## src/rtl/adder_sum_display.sv

```systemverilog
// Captures the 5-bit adder result on a button press, converts it to BCD with a
// one-iteration-per-clock double-dabble and drives two seven-segment digits plus LEDs.
module adder_sum_display #(
  parameter int SYNC_STAGES    = 2,
  parameter bit HEX_ACTIVE_LOW = 1'b1
) (
  input  logic       CLOCK_50,
  input  logic       RESETN,
  input  logic [4:0] SUM,
  input  logic       LOAD_N,
  output logic [6:0] HEX0,
  output logic [6:0] HEX1,
  output logic [4:0] LEDR,
  output logic       BUSY
);

  typedef enum logic [1:0] {
    ST_IDLE,
    ST_CONVERT,
    ST_DONE
  } state_t;

  localparam logic [6:0] SEG_BLANK = 7'b1111111;
  localparam logic [6:0] SEG_ZERO  = 7'b1000000;
  localparam logic [6:0] HEX0_RST  = HEX_ACTIVE_LOW ? SEG_ZERO  : ~SEG_ZERO;
  localparam logic [6:0] HEX1_RST  = HEX_ACTIVE_LOW ? SEG_BLANK : ~SEG_BLANK;

  function automatic logic [6:0] seg_lo(input logic [3:0] d);
    logic [6:0] s;
    case (d)
      4'd0:    s = 7'b1000000;
      4'd1:    s = 7'b1111001;
      4'd2:    s = 7'b0100100;
      4'd3:    s = 7'b0110000;
      4'd4:    s = 7'b0011001;
      4'd5:    s = 7'b0010010;
      4'd6:    s = 7'b0000010;
      4'd7:    s = 7'b1111000;
      4'd8:    s = 7'b0000000;
      4'd9:    s = 7'b0010000;
      default: s = SEG_BLANK;
    endcase
    return s;
  endfunction

  function automatic logic [6:0] polar(input logic [6:0] s);
    return HEX_ACTIVE_LOW ? s : ~s;
  endfunction

  // Button synchroniser; reset to the released level so reset exit cannot fake a press.
  logic [SYNC_STAGES-1:0] r_sync;
  logic                   r_load_prev;
  logic                   w_load_pulse;

  always_ff @(posedge CLOCK_50 or negedge RESETN) begin
    if (!RESETN) begin
      r_sync      <= '1;
      r_load_prev <= 1'b1;
    end else begin
      // NOTE: non-blocking assignments so every flop samples pre-edge values,
      // which is what makes this a shift chain rather than a single wire.
      r_sync      <= {r_sync[SYNC_STAGES-2:0], LOAD_N};
      r_load_prev <= r_sync[SYNC_STAGES-1];
    end
  end

  assign w_load_pulse = r_load_prev & ~r_sync[SYNC_STAGES-1];

  state_t     r_state, w_state_nxt;
  logic [4:0] r_bin_sh, w_bin_sh_nxt;
  logic [7:0] r_bcd, w_bcd_nxt;
  logic [2:0] r_iter, w_iter_nxt;
  logic [4:0] r_cap, w_cap_nxt;
  logic [6:0] r_hex0, w_hex0_nxt;
  logic [6:0] r_hex1, w_hex1_nxt;
  logic [4:0] r_ledr, w_ledr_nxt;
  logic       r_busy, w_busy_nxt;
  logic [7:0] w_bcd_adj;

  always_ff @(posedge CLOCK_50 or negedge RESETN) begin
    if (!RESETN) begin
      r_state  <= ST_IDLE;
      r_bin_sh <= '0;
      r_bcd    <= '0;
      r_iter   <= '0;
      r_cap    <= '0;
      r_hex0   <= HEX0_RST;
      r_hex1   <= HEX1_RST;
      r_ledr   <= '0;
      r_busy   <= 1'b0;
    end else begin
      r_state  <= w_state_nxt;
      r_bin_sh <= w_bin_sh_nxt;
      r_bcd    <= w_bcd_nxt;
      r_iter   <= w_iter_nxt;
      r_cap    <= w_cap_nxt;
      r_hex0   <= w_hex0_nxt;
      r_hex1   <= w_hex1_nxt;
      r_ledr   <= w_ledr_nxt;
      r_busy   <= w_busy_nxt;
    end
  end

  // Add-3 correction on any BCD nibble that would overflow past 9 after the shift.
  always_comb begin
    w_bcd_adj[3:0] = (r_bcd[3:0] >= 4'd5) ? r_bcd[3:0] + 4'd3 : r_bcd[3:0];
    w_bcd_adj[7:4] = (r_bcd[7:4] >= 4'd5) ? r_bcd[7:4] + 4'd3 : r_bcd[7:4];
  end

  always_comb begin
    // NOTE: every signal gets its hold value first, so no path can infer a latch.
    w_state_nxt  = r_state;
    w_bin_sh_nxt = r_bin_sh;
    w_bcd_nxt    = r_bcd;
    w_iter_nxt   = r_iter;
    w_cap_nxt    = r_cap;
    w_hex0_nxt   = r_hex0;
    w_hex1_nxt   = r_hex1;
    w_ledr_nxt   = r_ledr;
    w_busy_nxt   = r_busy;
    unique case (r_state)
      ST_IDLE: begin
        if (w_load_pulse) begin
          w_bin_sh_nxt = SUM;
          w_cap_nxt    = SUM;
          w_bcd_nxt    = 8'h00;
          w_iter_nxt   = 3'd0;
          w_busy_nxt   = 1'b1;
          w_state_nxt  = ST_CONVERT;
        end
      end
      ST_CONVERT: begin
        w_bcd_nxt    = {w_bcd_adj[6:0], r_bin_sh[4]};
        w_bin_sh_nxt = {r_bin_sh[3:0], 1'b0};
        w_iter_nxt   = r_iter + 3'd1;
        if (r_iter == 3'd4) w_state_nxt = ST_DONE;
      end
      ST_DONE: begin
        w_ledr_nxt  = r_cap;
        w_hex0_nxt  = polar(seg_lo(r_bcd[3:0]));
        w_hex1_nxt  = (r_bcd[7:4] == 4'd0) ? polar(SEG_BLANK) : polar(seg_lo(r_bcd[7:4]));
        w_busy_nxt  = 1'b0;
        w_state_nxt = ST_IDLE;
      end
      default: w_state_nxt = ST_IDLE;
    endcase
  end

  assign HEX0 = r_hex0;
  assign HEX1 = r_hex1;
  assign LEDR = r_ledr;
  assign BUSY = r_busy;

endmodule

```

## config.mk

```make
export PLATFORM = sky130hd
export DESIGN_NAME = adder_sum_display
export DESIGN_NICKNAME = d
export VERILOG_FILES = /design/src/rtl/adder_sum_display.sv
export SDC_FILE = /design/constraint.sdc
export NUM_CORES = 1
export LEC_CHECK = 0
export ABC_AREA = 0
export BUFFER_PORTS_ARGS = -buffer_cell sky130_fd_sc_hd__buf_4
export CAP_MARGIN = 25
export CORE_AREA = 2 2 70 72
export CTS_CLUSTER_DIAMETER = 100
export DETAILED_ROUTE_END_ITERATION = 8
export DIE_AREA = 0 0 72 74
export GPL_TIMING_DRIVEN = 0
export HOLD_SLACK_MARGIN = 0.12
export PLACE_DENSITY_LB_ADDON = 0.12
export SETUP_SLACK_MARGIN = 0.2
export SLEW_MARGIN = 15
export SYNTH_ARGS = -nofsm -noshare
export SYNTH_HDL_FRONTEND = slang
export SYNTH_SLANG_ARGS = --single-unit
```

## constraint.sdc

```tcl
create_clock -name CLOCK_50 -period 1.4 [get_ports CLOCK_50]
set_input_delay 0.07 -clock CLOCK_50 [delete_from_list [all_inputs] [get_ports CLOCK_50]]
set_output_delay 0.07 -clock CLOCK_50 [all_outputs]
set_load 0.1 [all_outputs]
```

== Word level (Yosys, flattened, before mapping) ==
Memories as Yosys holds them, arrays and structs flattened. A register that Yosys moved wholly into a read port is not among the register bits.
Cells that the tools add are included.

* Memories: 2
* ROM bits: 224
* Flip-flop bits (word level): 39
* Output and inout bits: 20
* Logic and storage cells: 47
* Input bits: 8

{| class="wikitable"
|+ Memory list
! name !! depth !! bits a word !! read ports !! clocked after memory_dff !! write ports !! RTL line !! RTL
|-
| (name not given) || 16 || 7 || 1 || 1 || 0 || 30 || <nowiki>case (d)</nowiki>
|-
| (name not given) || 16 || 7 || 1 || 0 || 0 || 30 ||
|}

* Add/subtract/negate cells: 3
* Mux-type cells: 14
* Reduce and logical (&&, ||, !) cells: 9
* Eq/ne operators: 5
* Magnitude comparators: 2
* Bitwise operators: 2

{| class="wikitable"
|+ Operators with widths
! cell !! count
|-
| $pmux 8 s2 || 1
|-
| $pmux 5 s2 || 1
|-
| $ge 4x3->1 const B || 2
|-
| $mux 8 || 1
|-
| $reduce_and 2->1 || 4
|-
| $mux 7 || 1
|-
| $mux 3 || 2
|-
| $pmux 3 s2 || 1
|-
| $mux 5 || 1
|-
| $add 4x2->4 const B || 1
|-
| $logic_not 4->1 || 1
|-
| $mux 2 || 2
|-
| $mux 4 || 1
|-
| $ne 2x2->1 const B || 2
|-
| $pmux 2 s2 || 1
|-
| $reduce_bool 2->1 || 2
|-
| $add 3x1->3 const B || 1
|-
| $add 3x2->3 const B || 1
|-
| $eq 3x3->1 const B || 1
|-
| $eq 2x1->1 const B || 1
|-
| $eq 2x2->1 const B || 1
|-
| $logic_not 2->1 || 1
|-
| $pmux 1 s2 || 1
|-
| $and 1x1->1 || 1
|-
| 3 further kinds || 3
|}

== Logic depth before layout (Yosys ltp) ==
Gate-level depths: netlist (run 1).

* Depth after elaboration: 4
* Depth in mapped cells: 6

== Worst setup path after synthesis (run 1) ==
OpenSTA, ideal clock, no wires.

* Kind: reg-to-reg
* Start point: register r_state[0]
* End point: register r_cap[2]
* Period minus slack after synthesis: 1.504 ns
* Required time: 1.275 ns
* Setup time: 0.125 ns
* Path buffers: 1
* Cell stages (with the launch flop): 4
* Arrival time: 1.379 ns
* Slack: -0.104 ns
* Cell sequence: dfrtp_1 nor4b_4 buf_4 mux2_2

* Longest elaborated chain between the ends: 2

{| class="wikitable"
|+ RTL lines
! item !! RTL line !! RTL
|-
| from (decl) || 69 || <nowiki>state_t r_state, w_state_nxt;</nowiki>
|-
| from (signal assigned) || 92 || <nowiki>r_state <= w_state_nxt;</nowiki>
|-
| $logic_not 2->1 || 121 || <nowiki>unique case (r_state)</nowiki>
|-
| $reduce_and 2->1 (no source line) || n/a ||
|-
| to (signal assigned) || 96 || <nowiki>r_cap <= w_cap_nxt;</nowiki>
|-
| to (decl) || 73 || <nowiki>logic [4:0] r_cap, w_cap_nxt;</nowiki>
|}

Every way passes these cells.
A chain may end at the register's enable or synchronous reset.

== Worst setup path after layout (run 1) ==
* Start point: register r_load_prev
* End point: register r_cap[2]

* Longest elaborated chain between the ends: 2

{| class="wikitable"
|+ RTL lines
! item !! RTL line !! RTL
|-
| from (decl) || 52 || <nowiki>logic r_load_prev;</nowiki>
|-
| from (signal assigned) || 63 || <nowiki>r_load_prev <= r_sync[SYNC_STAGES-1];</nowiki>
|-
| $and 1x1->1 || 67 || <nowiki>assign w_load_pulse = r_load_prev & ~r_sync[SYNC_STAGES-1];</nowiki>
|-
| $reduce_and 2->1 (no source line) || n/a ||
|}

Every way passes these cells.

==> run_results.csv, run 1 <==
group,metric,value,unit
status,outcome,"finished with violations",
status,violations_in_the_final_reports,"negative setup slack",
timing,post-route-period-util,103.3,%
cts,cts_num_sinks,46,
die,y_dimension_of_the_die,74,um
timing,timing.max_slew.rel_slack,61.47,%
cts,cts-htree-levels,2,
cts,clk-insertion-delay-late,0.30,ns
layout,antennaDiodeCount,0,
logic_synthesis,synth_top_cell_by_area,"sky130_fd_sc_hd__dfrtp_1",
timing,grt_setup_unrepaired,"true",
setup_path,critical_path.max_stage_delay,0.53,ns
setup_path,setup.worst_path.end,"r_cap[2]",
timing,tightestPinTransition,0.5780,ns
cts,clkSlewWorstSetupHoldPaths,0.09,ns
layout,finish.cell_count_without_fillers,349,
timing,whs,0.3070,ns
die,core.rowCount,25,
detailed_routing,drc,0,
layout,filler_cell_count,291,
place,postPlaceCellArea,2649,um2
timing,timing.final.crit_period,1.446,ns
logic_synthesis,mapped_cells,218,
logic_synthesis,synth_top_cells_by_count,"42 x sky130_fd_sc_hd__nand2_1, 35 x sky130_fd_sc_hd__dfrtp_1, 13 x sky130_fd_sc_hd__ha_1, 13 x sky130_fd_sc_hd__o21ai_0",
die,initial_core_util,48.60,%
setup_path,timing.critical_path.from_type,"register",
setup_path,critical_path_required,1.59,ns
layout,areaGrowthSynthToFinish,58.06,%
cts,clk_root_buffer_cell,"sky130_fd_sc_hd__clkbuf_8",
cts,cts_inserted_buffers,5,
logic_synthesis,yosysTopAreaCellShare,39.19,%
logic_synthesis,synth-main-ff-cell,"sky130_fd_sc_hd__dfrtp_1",
min_path,min-delay-path-class,"in2async",
timing,skew,0.01184,ns
die,count_of_pins_on_the_block_boundary,28,
logic_synthesis,postSynthAreaPerCell,10.25,um2
setup_path,crit_chain,"nor4b_4 > buf_4 > buf_6 > mux2_4",
timing,setup_viol,10,
setup_path,worstSetupEndpointType,"register",
setup_path,regToRegStartpoint,"r_load_prev",
setup_path,r2r_slack,-0.05,ns
global_routing,grt_max_degree,47,
logic_synthesis,synth-xor-area-share,0.7839,%
place,io_buffers,27,
cts,tritoncts,"done",
setup_path,crit_arrival,1.63,ns
setup_path,worst_setup_path_startpoint,"r_load_prev",
detailed_routing,drt-total-wl,6024,um
detailed_routing,vias,1935,
logic_synthesis,post_synth_fa_ha_maj_area_fraction,7.279,%
logic_synthesis,synth_cell_type_count,36,
timing,final.setup.worst_slack,-0.04620,ns
logic_synthesis,synth_top_family_by_area,"compound AO/OA/AOI/OAI gates",
global_routing,first_global_vias,1910,
logic_synthesis,async_flop_share,100.0,%
logic_synthesis,synth_edf_count,0,
die,dieWidth,72,um
layout,fraction_of_layout_cells_with_a_size_suffix_above_1,57.97,%
logic_synthesis,synthMuxAreaShare,4.367,%
detailed_routing,routed_via_density,5.544,
detailed_routing,antenna_left,0,
place,finalWeightedCongestion,0.7717,
detailed_routing,detail_route.wl_per_cell,17.26,um
logic_synthesis,synth.ff_latch_count,46,
die,floorplan.core_area,4598,um2
logic_synthesis,synth.top_cells.by_area,"sky130_fd_sc_hd__dfrtp_1 39%, sky130_fd_sc_hd__dfstp_2 13%, sky130_fd_sc_hd__ha_1 7.3%, sky130_fd_sc_hd__nand2_1 7.1%, sky130_fd_sc_hd__mux2_2 3.0%",
cts,cts.path.max_buffers,2,
setup_path,critPathSlowestCell,"sky130_fd_sc_hd__dfstp_2",
run,max_cap_viol_count,0,
place,detailedPlacementHpwl,3173,um
logic_synthesis,post_synthesis_share_of_cell_area_spent_on_and_or_nand_and_nor_gates,14.11,%
global_routing,grt_pass1_wl,8963,um
global_routing,gr-usage-all-layers,22.36,%
logic_synthesis,synth.net_count,239,
place,placed_cells_incl_taps,299,
detailed_routing,detailedRoute.firstIterationViolations,68,
global_routing,global_route.overflow_total,0,
layout,design_area,3532,um2
layout,num-nets-final,315,
global_routing,antenna_found_initial,0,
timing,fmaxAchievable,0.6915,GHz
logic_synthesis,yosysWarningCount,0,
logic_synthesis,seq_area_frac_synth,52.13,%
place,placement.setup.worst_slack,-0.2248,ns
setup_path,regToRegEndpoint,"r_cap[2]",
logic_synthesis,synth.most_common_cell,"sky130_fd_sc_hd__nand2_1",
die,design.die.area,5328,um2
setup_path,timing.setup.critical_path_class,"reg2reg",
logic_synthesis,mappedNetlistArea,2235,um2
timing,timing_max_transition_violations_final,0,
setup_path,reg2reg_depth,4,
setup_path,path_max_fanout,5,
timing,hold_viol_final,0,
logic_synthesis,synth_compound_area_share,16.69,%
detailed_routing,first_pass_iters,4,
==> how the worst min path moves through the flow <==
stage,slack [ns],start,end,cells after the start
floorplan,-0.23,RESETN,BUSY,0
global placement,0.11,RESETN,HEX0[0],1
detailed placement,0.12,RESETN,HEX0[0],1
CTS,0.32,RESETN,HEX0[0],2
global route,0.36,RESETN,HEX0[1],2
finish,0.31,RESETN,HEX0[0],2
==> registers in the layout (all words and copies together), names as in the netlist, 2 cells and up <==
name      cells
r_bin_sh      5
r_iter        3
r_cap         5
r_sync        2
r_bcd         8
LEDR          5
HEX0          7
HEX1          7
r_state       2
==> metal layers <==
metal	wire length, um	up-vias	track usage (%)
met4	108	0	7.757
met1	2497	976	26.25
met3	222	9	5.420
met2	3196	42	40.33
li1	-	908	-
met5	0	-	0
==> metrics by stage <==
step / utilization [%] / setup TNS, ns
4_1_cts: 70.50 / -0.07974
3_3_place_gp: 57.61 / -1.929
6_report: 76.82 / -0.1860
3_5_place_dp: 57.61 / -1.970
5_1_grt: 76.82 / -0.9852
2_1_floorplan: - / -0.1281
==> layout by cell type, fill, tap and decap left out, types with 4 or more instances in the layout <==
| cell | n |
|---|---|
| sky130_fd_sc_hd__buf_4 | 42 |
| sky130_fd_sc_hd__dfrtp_1 | 29 |
| sky130_fd_sc_hd__buf_6 | 24 |
| sky130_fd_sc_hd__nand2_1 | 23 |
| sky130_fd_sc_hd__nand2_2 | 15 |
| sky130_fd_sc_hd__dfstp_2 | 11 |
| sky130_fd_sc_hd__ha_4 | 10 |
| sky130_fd_sc_hd__o21ai_1 | 9 |
| sky130_fd_sc_hd__nor2_1 | 7 |
| sky130_fd_sc_hd__dlygate4sd3_1 | 7 |
| sky130_fd_sc_hd__a22o_1 | 6 |
| sky130_fd_sc_hd__clkbuf_8 | 6 |
| sky130_fd_sc_hd__dfrtp_2 | 6 |
| sky130_fd_sc_hd__inv_4 | 5 |
| sky130_fd_sc_hd__mux2_4 | 5 |
| sky130_fd_sc_hd__inv_1 | 4 |
| sky130_fd_sc_hd__a21oi_2 | 4 |
| sky130_fd_sc_hd__a22oi_1 | 4 |
| sky130_fd_sc_hd__nand2_4 | 4 |
| sky130_fd_sc_hd__a21oi_1 | 4 |
==> cell type report <==
type                            count  area, um2  area share (%)
Buffer                             12      127.6           3.613
Timing Repair Buffer               69      643.1           18.21
Tap cell                           54      67.56           1.913
Multi-Input combinational cell    150       1381           39.11
Clock buffer                        8      90.09           2.550
Sequential cell                    46       1172           33.19
Inverter                           10      50.05           1.417
==> cells by family after synthesis <==
logic type | Yosys count
adder cells (fa/ha/maj) | 13
AND/OR/NAND/NOR | 69
XOR/XNOR | 2
AO/OA/AOI/OAI | 57
multiplexers | 9
buffers and inverters | 22
flip-flops | 46
==> worst max-delay path, delay by kind of cell (launching register included) <==
family        cells  cell delay (ns)
buf+inv           2             0.30
simple gates      1             0.21
mux               1             0.30
flops             1             0.53
==> timing repair <==
| action | 4_1_cts | 5_1_grt |
|---|---|---|
| setup buffers | 25 | 6 |
| pin swaps | 15 | 32 |
| hold buffers | 7 | 0 |
| setup endpoints to repair | 43 | 48 |
| resized for setup | 69 | 54 |
| cloned | 1 | 3 |
| hold endpoints to repair | 46 | 0 |
Power of run 1 is not shown: default switching activity piles up to over one toggle a cycle in this logic, so the estimate is an artifact.
==> run 2, diff against run 1 <==
--- a/config.mk
+++ b/config.mk
@@ -15,7 +15,7 @@
 export GPL_TIMING_DRIVEN = 0
 export HOLD_SLACK_MARGIN = 0.12
 export PLACE_DENSITY_LB_ADDON = 0.12
-export SETUP_SLACK_MARGIN = 0.2
+export SETUP_SLACK_MARGIN = 0.4
 export SLEW_MARGIN = 15
 export SYNTH_ARGS = -nofsm -noshare
 export SYNTH_HDL_FRONTEND = slang
==> constraint.sdc (replaced) <==
create_clock -name CLOCK_50 -period 1.4 [get_ports CLOCK_50]
set_input_delay 0.14 -clock CLOCK_50 [delete_from_list [all_inputs] [get_ports CLOCK_50]]
set_output_delay 0.14 -clock CLOCK_50 [all_outputs]
set_load 0.1 [all_outputs]
==> run_results.csv, run 2 (synthesis gave the netlist of run 1 again) <==
group,metric,value,unit
global_routing,grt_pass1_wl,9791,um
global_routing,first_global_vias,2047,
status,outcome,"finished with violations",
cts,clk_root_buffer_cell,"sky130_fd_sc_hd__clkbuf_8",
timing,grt_setup_unrepaired,"true",
place,placement.setup.worst_slack,-0.2274,ns
setup_path,critPathBufInv,1,
layout,areaGrowthSynthToFinish,79.62,%
place,detailedPlacementHpwl,3120,um
setup_path,crit_arrival,1.72,ns
timing,timing.max_slew.rel_slack,60.83,%
die,design.die.area,5328,um2
setup_path,cell_repeated_most_along_the_worst_path,"sky130_fd_sc_hd__ha_4",
setup_path,worstSetupEndpointType,"register",
cts,cts-htree-levels,2,
layout,layout.cells.most_common_list,"34 x sky130_fd_sc_hd__buf_4, 25 x sky130_fd_sc_hd__buf_6, 25 x sky130_fd_sc_hd__nand2_1",
setup_path,timing.setup.critical_path_class,"reg2reg",
setup_path,timing.critical_path.from_type,"register",
die,count_of_pins_on_the_block_boundary,28,
die,y_dimension_of_the_die,74,um
layout,top_register,"r_bcd",
cts,tritoncts,"done",
timing,skew,0.009781,ns
detailed_routing,routed_via_density,5.645,
die,dieWidth,72,um
global_routing,global_route.overflow_total,0,
place,finalWeightedCongestion,0.7768,
detailed_routing,drc,0,
layout,num-nets-final,329,
layout,largest_register_ff_count,8,
layout,fraction_of_layout_cells_with_a_size_suffix_above_1,67.96,%
setup_path,crit_chain,"inv_4 > ha_4 > ha_4 > o21bai_1 > a22oi_1 > o21ai_1",
die,core.rowCount,25,
run,max_cap_viol_count,0,
timing,timing.final.crit_period,1.543,ns
timing,tightestPinTransition,0.5876,ns
die,floorplan.core_area,4598,um2
setup_path,critical_path.max_stage_delay,0.48,ns
detailed_routing,drt-total-wl,6939,um
detailed_routing,detailedRoute.firstIterationViolations,152,
timing,setup_viol,10,
setup_path,path_max_fanout,4,
cts,clk-insertion-delay-late,0.30,ns
cts,cts.path.max_buffers,2,
timing,fmaxAchievable,0.6480,GHz
timing,fin_tns_setup,-0.4818,ns
detailed_routing,antenna_left,0,
global_routing,gr-usage-all-layers,24.51,%
setup_path,critPathSlowestCell,"sky130_fd_sc_hd__dfrtp_2",
cts,clkSlewWorstSetupHoldPaths,0.09,ns
setup_path,critical_path_required,1.58,ns
timing,final.setup.worst_slack,-0.1432,ns
min_path,min-delay-path-class,"reg2reg",
detailed_routing,detail_route.wl_per_cell,19.12,um
detailed_routing,first_pass_iters,4,
timing,hold_viol_final,0,
status,violations_in_the_final_reports,"negative setup slack",
global_routing,grt_max_degree,47,
global_routing,antenna_found_initial,0,
cts,cts_inserted_buffers,5,
timing,timing_max_transition_violations_final,0,
cts,cts_num_sinks,46,
die,initial_core_util,48.60,%
layout,antennaDiodeCount,0,
layout,layout_commonest_cell,"sky130_fd_sc_hd__buf_4",
setup_path,critPathTopFamily,"flip-flops",
detailed_routing,vias,2049,
timing,post-route-period-util,110.2,%
place,io_buffers,27,
## run 2: changes by cell type in the layout (fill, tap and decap cells not counted), sizes merged
| cell | before | now |
|---|---|---|
| buf | 70 | 86 |
| clkbuf | 12 | 10 |
## run 2: timing repair
action | in CTS | in global routing
endpoints found under the setup margin | 63 | 63
buffers inserted | 32 | 13
hold endpoints to repair | 45 | 0
hold buffers | 7 | 0
gates resized for setup | 141 | 63
pin swaps | 19 | 36
gates cloned | 4 | 0
## run 2: routing by layer
layer	part of all wire (%)	global-route usage, %	up-vias
met5	0	0	-
met4	2.4	9.015	0
met3	3.5	4.607	16
met2	56	46.19	62
met1	38	27.73	1036
li1	-	-	935
## run 2: cell type report
type / count / area [um2]
Timing Repair Buffer: 83 / 1015
Multi-Input combinational cell: 150 / 1485
Fill cell: 206 / 584.3
Clock buffer: 8 / 80.08
Sequential cell: 46 / 1191
Inverter: 10 / 50.05
Buffer: 12 / 125.1
Tap cell: 54 / 67.56
## run 2: metrics by stage
| stage | cell area [um2] | hold WS, ns | cells | utilization (%) |
|---|---|---|---|---|
| floorplan | 2416 | -0.1556 | 218 | - |
| global placement | 2686 | 0.1830 | 299 | 58.42 |
| detailed placement | 2686 | 0.1805 | 299 | 58.42 |
| CTS | 3672 | 0.3605 | 350 | 79.86 |
| global route | 4014 | 0.3666 | 363 | 87.29 |
| finish | 4014 | 0.3593 | 363 | 87.29 |
## run 2: worst reg2reg max path, stage by stage (launching register included)
cell	delay (ns)
sky130_fd_sc_hd__dfrtp_2	0.48
sky130_fd_sc_hd__inv_4	0.10
sky130_fd_sc_hd__ha_4	0.16
sky130_fd_sc_hd__ha_4	0.21
sky130_fd_sc_hd__o21bai_1	0.17
sky130_fd_sc_hd__a22oi_1	0.18
sky130_fd_sc_hd__o21ai_1	0.11
## run 2: final timing paths
kind | startpoint | end | slack (ns) | depth (start not counted)
setup / recovery | r_bcd[4] | r_bcd[7] | -0.14 | 6
hold reg to reg | r_sync[0] | r_sync[1] | 0.36 | 0
hold / removal | r_sync[0] | r_sync[1] | 0.36 | 0
max in group asynchronous | RESETN | r_state[1] | 0.57 | 2
setup reg to reg | r_bcd[4] | r_bcd[7] | -0.14 | 6
min in group asynchronous | RESETN | HEX0[4] | 0.40 | 2
Power of run 2 is left out for the same reason.
==> run 3, diff against run 2 <==
--- a/config.mk
+++ b/config.mk
@@ -15,8 +15,10 @@
 export GPL_TIMING_DRIVEN = 0
 export HOLD_SLACK_MARGIN = 0.12
 export PLACE_DENSITY_LB_ADDON = 0.12
+export RECOVER_POWER = 100
 export SETUP_SLACK_MARGIN = 0.4
 export SLEW_MARGIN = 15
 export SYNTH_ARGS = -nofsm -noshare
 export SYNTH_HDL_FRONTEND = slang
 export SYNTH_SLANG_ARGS = --single-unit
+export TNS_END_PERCENT = 30
==> run_results.csv, run 3 (synthesis gave the netlist of run 1 again) <==
group,metric,value,unit
status,outcome,"finished with violations",
status,violations_in_the_final_reports,"negative setup slack",
die,y_dimension_of_the_die,74,um
detailed_routing,vias,1845,
detailed_routing,antenna_left,0,
die,initial_core_util,48.60,%
place,detailedPlacementHpwl,3103,um
layout,fraction_of_layout_cells_with_a_size_suffix_above_1,52.45,%
run,max_cap_viol_count,0,
timing,final.setup.worst_slack,-0.1224,ns
layout,layout_commonest_cell,"sky130_fd_sc_hd__buf_4",
min_path,min-delay-path-class,"reg2reg",
timing,setup_viol,10,
die,floorplan.core_area,4598,um2
layout,antennaDiodeCount,0,
setup_path,timing.setup.critical_path_class,"reg2reg",
detailed_routing,drc,0,
cts,clkSlewWorstSetupHoldPaths,0.09,ns
global_routing,first_global_vias,1831,
cts,cts_num_sinks,46,
cts,cts_inserted_buffers,5,
setup_path,critical_path_required,1.58,ns
cts,clk_root_buffer_cell,"sky130_fd_sc_hd__clkbuf_8",
cts,cts-htree-levels,2,
place,io_buffers,27,
place,placement.setup.worst_slack,-0.2178,ns
setup_path,worstSetupEndpointType,"register",
global_routing,gr-usage-all-layers,21.43,%
setup_path,path_max_fanout,4,
layout,num-nets-final,306,
die,dieWidth,72,um
detailed_routing,detail_route.wl_per_cell,16.21,um
layout,layout.cells.most_common_list,"35 x sky130_fd_sc_hd__buf_4, 30 x sky130_fd_sc_hd__dfrtp_1, 28 x sky130_fd_sc_hd__nand2_1",
place,placed_cells_incl_taps,299,
global_routing,global_route.overflow_total,0,
cts,tritoncts,"done",
global_routing,grt_pass1_wl,8652,um
cts,clk-insertion-delay-late,0.31,ns
die,design.die.area,5328,um2
layout,areaGrowthSynthToFinish,46.02,%
global_routing,antenna_found_initial,0,
layout,top_register,"r_bcd",
setup_path,crit_arrival,1.70,ns
detailed_routing,first_pass_iters,4,
layout,finish.cell_count_without_fillers,340,
timing,timing.max_slew.rel_slack,32.42,%
timing,fmaxAchievable,0.6568,GHz
detailed_routing,drt-total-wl,5513,um
global_routing,grt_max_degree,47,
layout,largest_register_ff_count,8,
die,count_of_pins_on_the_block_boundary,28,
timing,tightestPinTransition,1.014,ns
timing,post-route-period-util,108.7,%
timing,hold_viol_final,0,
place,finalWeightedCongestion,0.8002,
timing,timing.final.crit_period,1.522,ns
die,core.rowCount,25,
detailed_routing,detailedRoute.firstIterationViolations,79,
detailed_routing,routed_via_density,5.426,
timing,timing_max_transition_violations_final,0,
timing,skew,0.001324,ns
timing,grt_setup_unrepaired,"true",
cts,cts.path.max_buffers,2,
setup_path,timing.critical_path.from_type,"register",
-- run 3: repair_timing --
item                                    CTS  global route
hold buffers                              7             0
endpoints found under the hold margin    45             0
buffers inserted                         21             4
pin swaps                                27            28
endpoints found under the setup margin   63            63
gates resized for setup                 121            36
gates cloned                              1             0
-- run 3: layer usage --
layer | wire length, um | global-route usage (%)
met5 | 0 | 0
met3 | 257 | 5.285
met1 | 2337 | 27.11
met4 | 72 | 8.595
met2 | 2844 | 35.70
-- run 3: worst paths after layout --
check	from	endpoint	slack, ns	cells after the start
worst max-delay path	r_bcd[4]	r_bcd[7]	-0.12	6
worst min-delay path	r_sync[0]	r_sync[1]	0.36	0
worst max register to register	r_bcd[4]	r_bcd[7]	-0.12	6
worst min register to register	r_sync[0]	r_sync[1]	0.36	0
max in group asynchronous	RESETN	r_bcd[5]	0.16	2
min in group asynchronous	RESETN	HEX0[1]	0.54	2
-- run 3: area by class of cell --
cell class,instances,area (um2)
clock inverters,3,40.04
flip-flops and latches,46,1171
fillers,339,1335
well taps,54,67.56
repair buffers,60,446.7
multi-input cells,150,1297
clock buffers,5,68.82
inverters,10,47.55
plain buffers,12,123.9
-- run 3: stage by stage --
step	TNS (ns)	hold slack, ns	util (%)	cell area [um2]
after floorplan	-0.1277	-0.1556	-	2372
after global placement	-1.618	0.1804	57.47	2643
after detailed placement	-1.803	0.1818	57.47	2643
after CTS	-0.1511	0.3616	74.37	3420
after global routing	-3.178	0.3681	70.97	3263
final	-0.5233	0.3610	70.97	3263
-- run 3: critical path: stages (launching register included) --
cell                       delay, ns
sky130_fd_sc_hd__dfrtp_1        0.49
sky130_fd_sc_hd__inv_4          0.09
sky130_fd_sc_hd__ha_4           0.19
sky130_fd_sc_hd__ha_4           0.21
sky130_fd_sc_hd__o21bai_1       0.15
sky130_fd_sc_hd__a22oi_1        0.17
sky130_fd_sc_hd__o21ai_1        0.10
Power of run 3 is left out for the same reason.
